## config.mk

```make
export PLATFORM = sky130hd
export DESIGN_NAME = mac_host_sequencer
export DESIGN_NICKNAME = d
export VERILOG_FILES = /design/src/rtl/mac_host_sequencer.sv
export SDC_FILE = /design/constraint.sdc
export NUM_CORES = 1
export LEC_CHECK = 0
export BUFFER_PORTS_ARGS = -buffer_cell sky130_fd_sc_hd__buf_2
export CAP_MARGIN = 20
export CORE_MARGIN = 10
export CORE_UTILIZATION = 50
export CTS_CLUSTER_SIZE = 40
export DETAILED_ROUTE_END_ITERATION = 10
export MAX_ROUTING_LAYER = met4
export PLACE_DENSITY = 0.86
export SLEW_MARGIN = 20
export SYNTH_ARGS = -nofsm -noshare
export SYNTH_HDL_FRONTEND = slang
export SYNTH_SLANG_ARGS = --single-unit
```

## constraint.sdc

```tcl
create_clock -name clk -period 4.45 [get_ports clk]
set_input_delay 0.89 -clock clk [delete_from_list [all_inputs] [get_ports clk]]
set_output_delay 0.89 -clock clk [all_outputs]
set_load 0.02 [all_outputs]
```

## src/rtl/mac_host_sequencer.sv

```systemverilog
// rtl/mac_host_sequencer.sv - host-side job sequencer for the mac unit with IRQ watchdog
module mac_host_sequencer #(
    parameter int          TIMEOUT_CYCLES = 64,
    parameter logic [7:0]  CTRL_IDLE      = 8'h80,
    parameter logic [7:0]  CTRL_LOAD      = 8'h8D,
    parameter logic [7:0]  CTRL_RUN       = 8'h8F,
    parameter int          CNT_W          = 16
) (
    input  logic              clk,
    input  logic              reset,
    input  logic              cmd_valid,
    output logic              cmd_ready,
    input  logic [31:0]       cmd_a,
    input  logic [31:0]       cmd_b,
    output logic              rsp_valid,
    input  logic              rsp_ready,
    output logic [15:0]       rsp_data,
    output logic              rsp_timeout,
    output logic [31:0]       MAC_INA,
    output logic [31:0]       MAC_INB,
    output logic [7:0]        MAC_CTRL,
    input  logic [15:0]       MAC_OUT,
    input  logic              IRQ_MAC,
    output logic              spurious_irq,
    output logic [CNT_W-1:0]  job_count
);

    localparam int TW = $clog2(TIMEOUT_CYCLES) + 1;

    typedef enum logic [1:0] {ST_IDLE, ST_LOAD, ST_RUN, ST_RESP} state_t;

    state_t             r_state, w_state;
    logic [31:0]        r_ina, w_ina;
    logic [31:0]        r_inb, w_inb;
    logic [7:0]         r_ctrl, w_ctrl;
    logic               r_rsp_valid, w_rsp_valid;
    logic [15:0]        r_rsp_data, w_rsp_data;
    logic               r_rsp_timeout, w_rsp_timeout;
    logic               r_spurious, w_spurious;
    logic [CNT_W-1:0]   r_job_count, w_job_count;
    logic [TW-1:0]      r_timer, w_timer;
    logic               w_timer_expired;

    assign cmd_ready       = (r_state == ST_IDLE) & reset;
    assign w_timer_expired = (r_timer == TW'(TIMEOUT_CYCLES - 1));

    always_comb begin
        w_state       = r_state;
        w_ina         = r_ina;
        w_inb         = r_inb;
        w_ctrl        = r_ctrl;
        w_rsp_valid   = r_rsp_valid;
        w_rsp_data    = r_rsp_data;
        w_rsp_timeout = r_rsp_timeout;
        w_job_count   = r_job_count;
        w_timer       = r_timer;
        // Any IRQ outside the RUN window is a protocol error worth remembering.
        w_spurious    = r_spurious | (IRQ_MAC & (r_state != ST_RUN));
        case (r_state)
            ST_IDLE: begin
                if (cmd_valid) begin
                    w_ina   = cmd_a;
                    w_inb   = cmd_b;
                    w_ctrl  = CTRL_LOAD;
                    w_state = ST_LOAD;
                end
            end
            ST_LOAD: begin
                w_ctrl  = CTRL_RUN;
                w_timer = '0;
                w_state = ST_RUN;
            end
            ST_RUN: begin
                w_timer = r_timer + TW'(1);
                // IRQ takes priority over a watchdog expiry landing on the same cycle.
                if (IRQ_MAC) begin
                    w_rsp_data    = MAC_OUT;
                    w_rsp_timeout = 1'b0;
                    w_rsp_valid   = 1'b1;
                    w_ctrl        = CTRL_IDLE;
                    w_state       = ST_RESP;
                end else if (w_timer_expired) begin
                    w_rsp_data    = '0;
                    w_rsp_timeout = 1'b1;
                    w_rsp_valid   = 1'b1;
                    w_ctrl        = CTRL_IDLE;
                    w_state       = ST_RESP;
                end
            end
            ST_RESP: begin
                if (rsp_ready) begin
                    w_rsp_valid = 1'b0;
                    w_job_count = r_job_count + CNT_W'(1);
                    w_state     = ST_IDLE;
                end
            end
            default: w_state = ST_IDLE;
        endcase
    end

    always_ff @(posedge clk) begin
        if (!reset) begin
            r_state       <= ST_IDLE;
            r_ina         <= '0;
            r_inb         <= '0;
            r_ctrl        <= CTRL_IDLE;
            r_rsp_valid   <= 1'b0;
            r_rsp_data    <= '0;
            r_rsp_timeout <= 1'b0;
            r_spurious    <= 1'b0;
            r_job_count   <= '0;
            r_timer       <= '0;
        end else begin
            r_state       <= w_state;
            r_ina         <= w_ina;
            r_inb         <= w_inb;
            r_ctrl        <= w_ctrl;
            r_rsp_valid   <= w_rsp_valid;
            r_rsp_data    <= w_rsp_data;
            r_rsp_timeout <= w_rsp_timeout;
            r_spurious    <= w_spurious;
            r_job_count   <= w_job_count;
            r_timer       <= w_timer;
        end
    end

    assign MAC_INA      = r_ina;
    assign MAC_INB      = r_inb;
    assign MAC_CTRL     = r_ctrl;
    assign rsp_valid    = r_rsp_valid;
    assign rsp_data     = r_rsp_data;
    assign rsp_timeout  = r_rsp_timeout;
    assign spurious_irq = r_spurious;
    assign job_count    = r_job_count;

endmodule

```

# Word level (Yosys, flattened, before mapping)
# Index checks and enable logic that the tools add are counted.
# Widths: inputs -> output; s select.
# totals
ff_bits	116
input_bits	85
output_inout_bits	108
wordCells	51
# op_classes
add_sub_neg	2
n_eq_ne	8
mux	17
bitwise	3
n_reduce_logical	11
# ops
operator	count
$mux 16	2
$mux 8	3
$pmux 8 s3	1
$add 16x1->16 const B	1
$pmux 7 s2	1
$reduce_and 3->1	3
$mux 2	4
$pmux 2 s4	1
$add 7x1->7 const B	1
$eq 7x6->1 const B	1
$ne 2x2->1 const B	3
$reduce_and 2->1	3
$reduce_bool 2->1	3
$eq 2x2->1 const B	2
$mux 1	4
$ne 3x3->1 const B	1
$reduce_bool 3->1	1
$and 1x1->1	2
$eq 2x1->1 const B	1
$logic_not 2->1	1
$pmux 1 s2	1
$or 1x1->1	1

# Longest topological paths before layout
# logic_depth
depth_word	4
ltp_mapped	7
depth_no_buf	5

# Least setup slack after synthesis
# Ideal clock, no wire load.
# synth_path
path_type	input -> output
startpoint	in reset
endpoint	out cmd_ready
arrival_time_ps	1405
t_required_ps	3560
slack_ps	2155
stages	2
n_path_buf	1
cell_sequence	clkbuf_1 and2_1
# synth_via
elab_chain_len	1
# synth_rtl
item	line	rtl
start, declared	10	input logic reset,
$and 1x1->1	44	assign cmd_ready = (r_state == ST_IDLE) & reset;
end, declared	12	output logic cmd_ready,
# Every way passes these cells.

# Worst setup path in the final report
# Same ends and word-level chain as after synthesis.

==> flow_summary.ini <==
[clocking]
clock_latency_ps = 360
cts-root-to-sink-buffers = 2
cts.clk_slew.worst_paths_ps = 90
htreeDepth = 3
cts_resized = 0
tritoncts = yes
ctsHoldBuffers = 0
root_buffer = clkbuf_8
cts_buffers = 9
clkSinkCount = 110
postCtsSetupRepairBufs = 0

[synthesis]
synth_area_per_cell_sq_um = 8.606
syn_area_sq_um = 4156
synthFlopType = dfxtp_1
yosysSeqAreaShare_pct = 52.98
yosysTopAreaCell = dfxtp_1
yosys_warnings = 0
synth_edf_count = 0
synth_cell_types = 37
synthTopCellsByArea = dfxtp_1, nand2_1, a21oi_1, a22o_1, ha_1
synth_common_cells = nand2_1, dfxtp_1, a21oi_1, clkbuf_1
yosysTopAreaCellShare_pct = 52.98
synth_most_common_cell = nand2_1
ys_seq_elements = 110
synthArstFlopShare_pct = 0
synthCells = 483

[cells_and_area]
final_layout_size_suffix_gt1_share_pct = 32.67
nFillCells = 720
fin_area_sq_um = 5288
fin_util_pct = 65.01
diodes = 0
finalNonFillerCells = 763
area_delta_synth_final_pct = 27.21
nNetsFinal = 746

[worst_hold_path]
hold_path.class = register to register

[sta]
fmaxAchievable_mhz = 421.9
slew_violations = 0
finalCritPeriodShare_pct = 53.27
rsz0062_at_grt = false
hold_viol = 0
relSlewSlack_pct = 54.26
setup_tns_ps = 0
skew_ps = 12.41
min_period_ps = 2370
holdWs_ps = 454.7
tightestPinTransition_ps = 685.1
setup_viol = 0

[critical_path]
start_kind = input pin
critical_path_class = input pin to output pin
critical_path_peak_fanout = 17
required_ps = 3560
critPathCaptureType = output pin
cp.arrival_ps = 1480

[placed_design]
gp_congestion = 0.8591
placed_cells = 747
postPlaceCellArea_sq_um = 5111
place_hpwl_um = 8893
portBuffers = 188

[floorplan]
design.die.area_sq_um = 12360
die_y_um = 111.2
core_area_sq_um = 8134
fp-row-count = 33
initial_core_util_pct = 51.10
ios = 193
die_w_um = 111.2

[route]
wirelength_um = 11680
via_per_inst = 4.991
ant_nets = 0
dr.pass1.iters = 4
vias = 3808
post-route-drc-count = 0
dr.first_iter.drc_count = 168
post_drt_wl_per_cell_um = 15.31

[pwr]
ir_drop_v = 0.0003235
power_density_nw_per_um2 = 477.1
cellLeakagePower_nw = 2.520

[grt]
gr-total-overflow = 0
grt_pass1_wl_um = 18980
grt_start_max_net_pins = 65
grt_usage_pct = 18.69
grt_pass1_vias = 3829
antenna_found_initial = 0

[flow_run]
drv_cap = 0

[status]
status = complete, no violations
-- power breakdown --
group | internal [mW] | leakage [nW] | total (mW) | switching [mW]
clock network | 0.220 | 0.0857 | 0.544 | 0.325
registers | 1.13 | 0.897 | 1.20 | 0.0740
logic | 0.256 | 1.54 | 0.779 | 0.523
-- cells in the final DEF, fill, tap and decap left out, types with 3 or more instances in the layout --
cell type,netlist,final
a21oi_1,76,76
a22o_1,16,16
and3_1,5,5
and4_4,3,3
buf_2,2,188
clkbuf_8,0,10
conb_1,2,4
dfxtp_1,110,110
ha_1,8,8
inv_1,8,7
mux2i_1,4,4
nand2_1,146,145
nand3_1,5,5
nand4_1,7,7
nor2_1,16,16
o21ai_0,7,7
or3_1,5,5
xnor2_1,4,4
xor2_1,10,10
-- worst max-delay path: stages --
cell and delay [ps]:
buf_2 260, and2_1 170, buf_2 160
-- cells by family (layout without fill, tap and decap cells) --
| family | Yosys count | count (layout) | synth area share [%] |
|---|---|---|---|
| buffers and inverters | 41 | 214 | 4.485 |
| DFF | 110 | 110 | 52.98 |
| and+or+nand+nor | 196 | 196 | 20.38 |
| muxes | 4 | 4 | 0.9633 |
| other | 2 | 4 | 0.1807 |
| xor gates and xnor gates | 14 | 14 | 2.950 |
| adders and majority gates | 8 | 8 | 2.408 |
| AOI/OAI and AO/OA | 108 | 108 | 15.65 |
-- flip-flops by register name, summed over array words and instances (netlist names) --
register,count
r_timer,7
job_count,16
MAC_CTRL,2
rsp_data,16
MAC_INB,32
rsp_timeout,1
MAC_INA,32
rsp_valid,1
spurious_irq,1
r_state,2
-- per-layer routing --
metal | GRT usage, % | wire, um | up-vias
met3 | 4.329 | 674 | 26
met5 | - | 0 | -
met1 | 21.15 | 4932 | 1712
met4 | 6.341 | 256 | 0
li1 | - | - | 1935
met2 | 31.73 | 5820 | 135
-- area by class of cell --
cell class	count	area, sq um	share of cell area [%]
Multi-Input combinational cell	334	1780	33.67
Sequential cell	110	2202	41.65
Tap cell	105	131.4	2.485
Inverter	8	30.03	0.5679
Clock buffer	11	141.4	2.674
Clock inverter	5	33.78	0.6389
Timing Repair Buffer	190	968.4	18.32
-- path summary, 6_finish.rpt --
kind,to,from,slack (ps),cells after the start
setup / recovery,cmd_ready,reset,2080,3
hold / removal,MAC_INA[16]$_SDFFE_PN0P_,MAC_INA[16]$_SDFFE_PN0P_,450,2
setup reg to reg,MAC_INA[29]$_SDFFE_PN0P_,r_state[0]$_SDFFE_PN0P_,2630,6
hold reg to reg,MAC_INA[16]$_SDFFE_PN0P_,MAC_INA[16]$_SDFFE_PN0P_,450,2
-- metrics by stage --
stage          setup slack (ps)  power, mW
2_1_floorplan              2155      1.739
3_3_place_gp               2081      1.967
3_5_place_dp               2039      2.011
4_1_cts                    2075      2.551
5_1_grt                    2010      2.681
6_report                   2080      2.523
(Power assumes the default switching activity.)
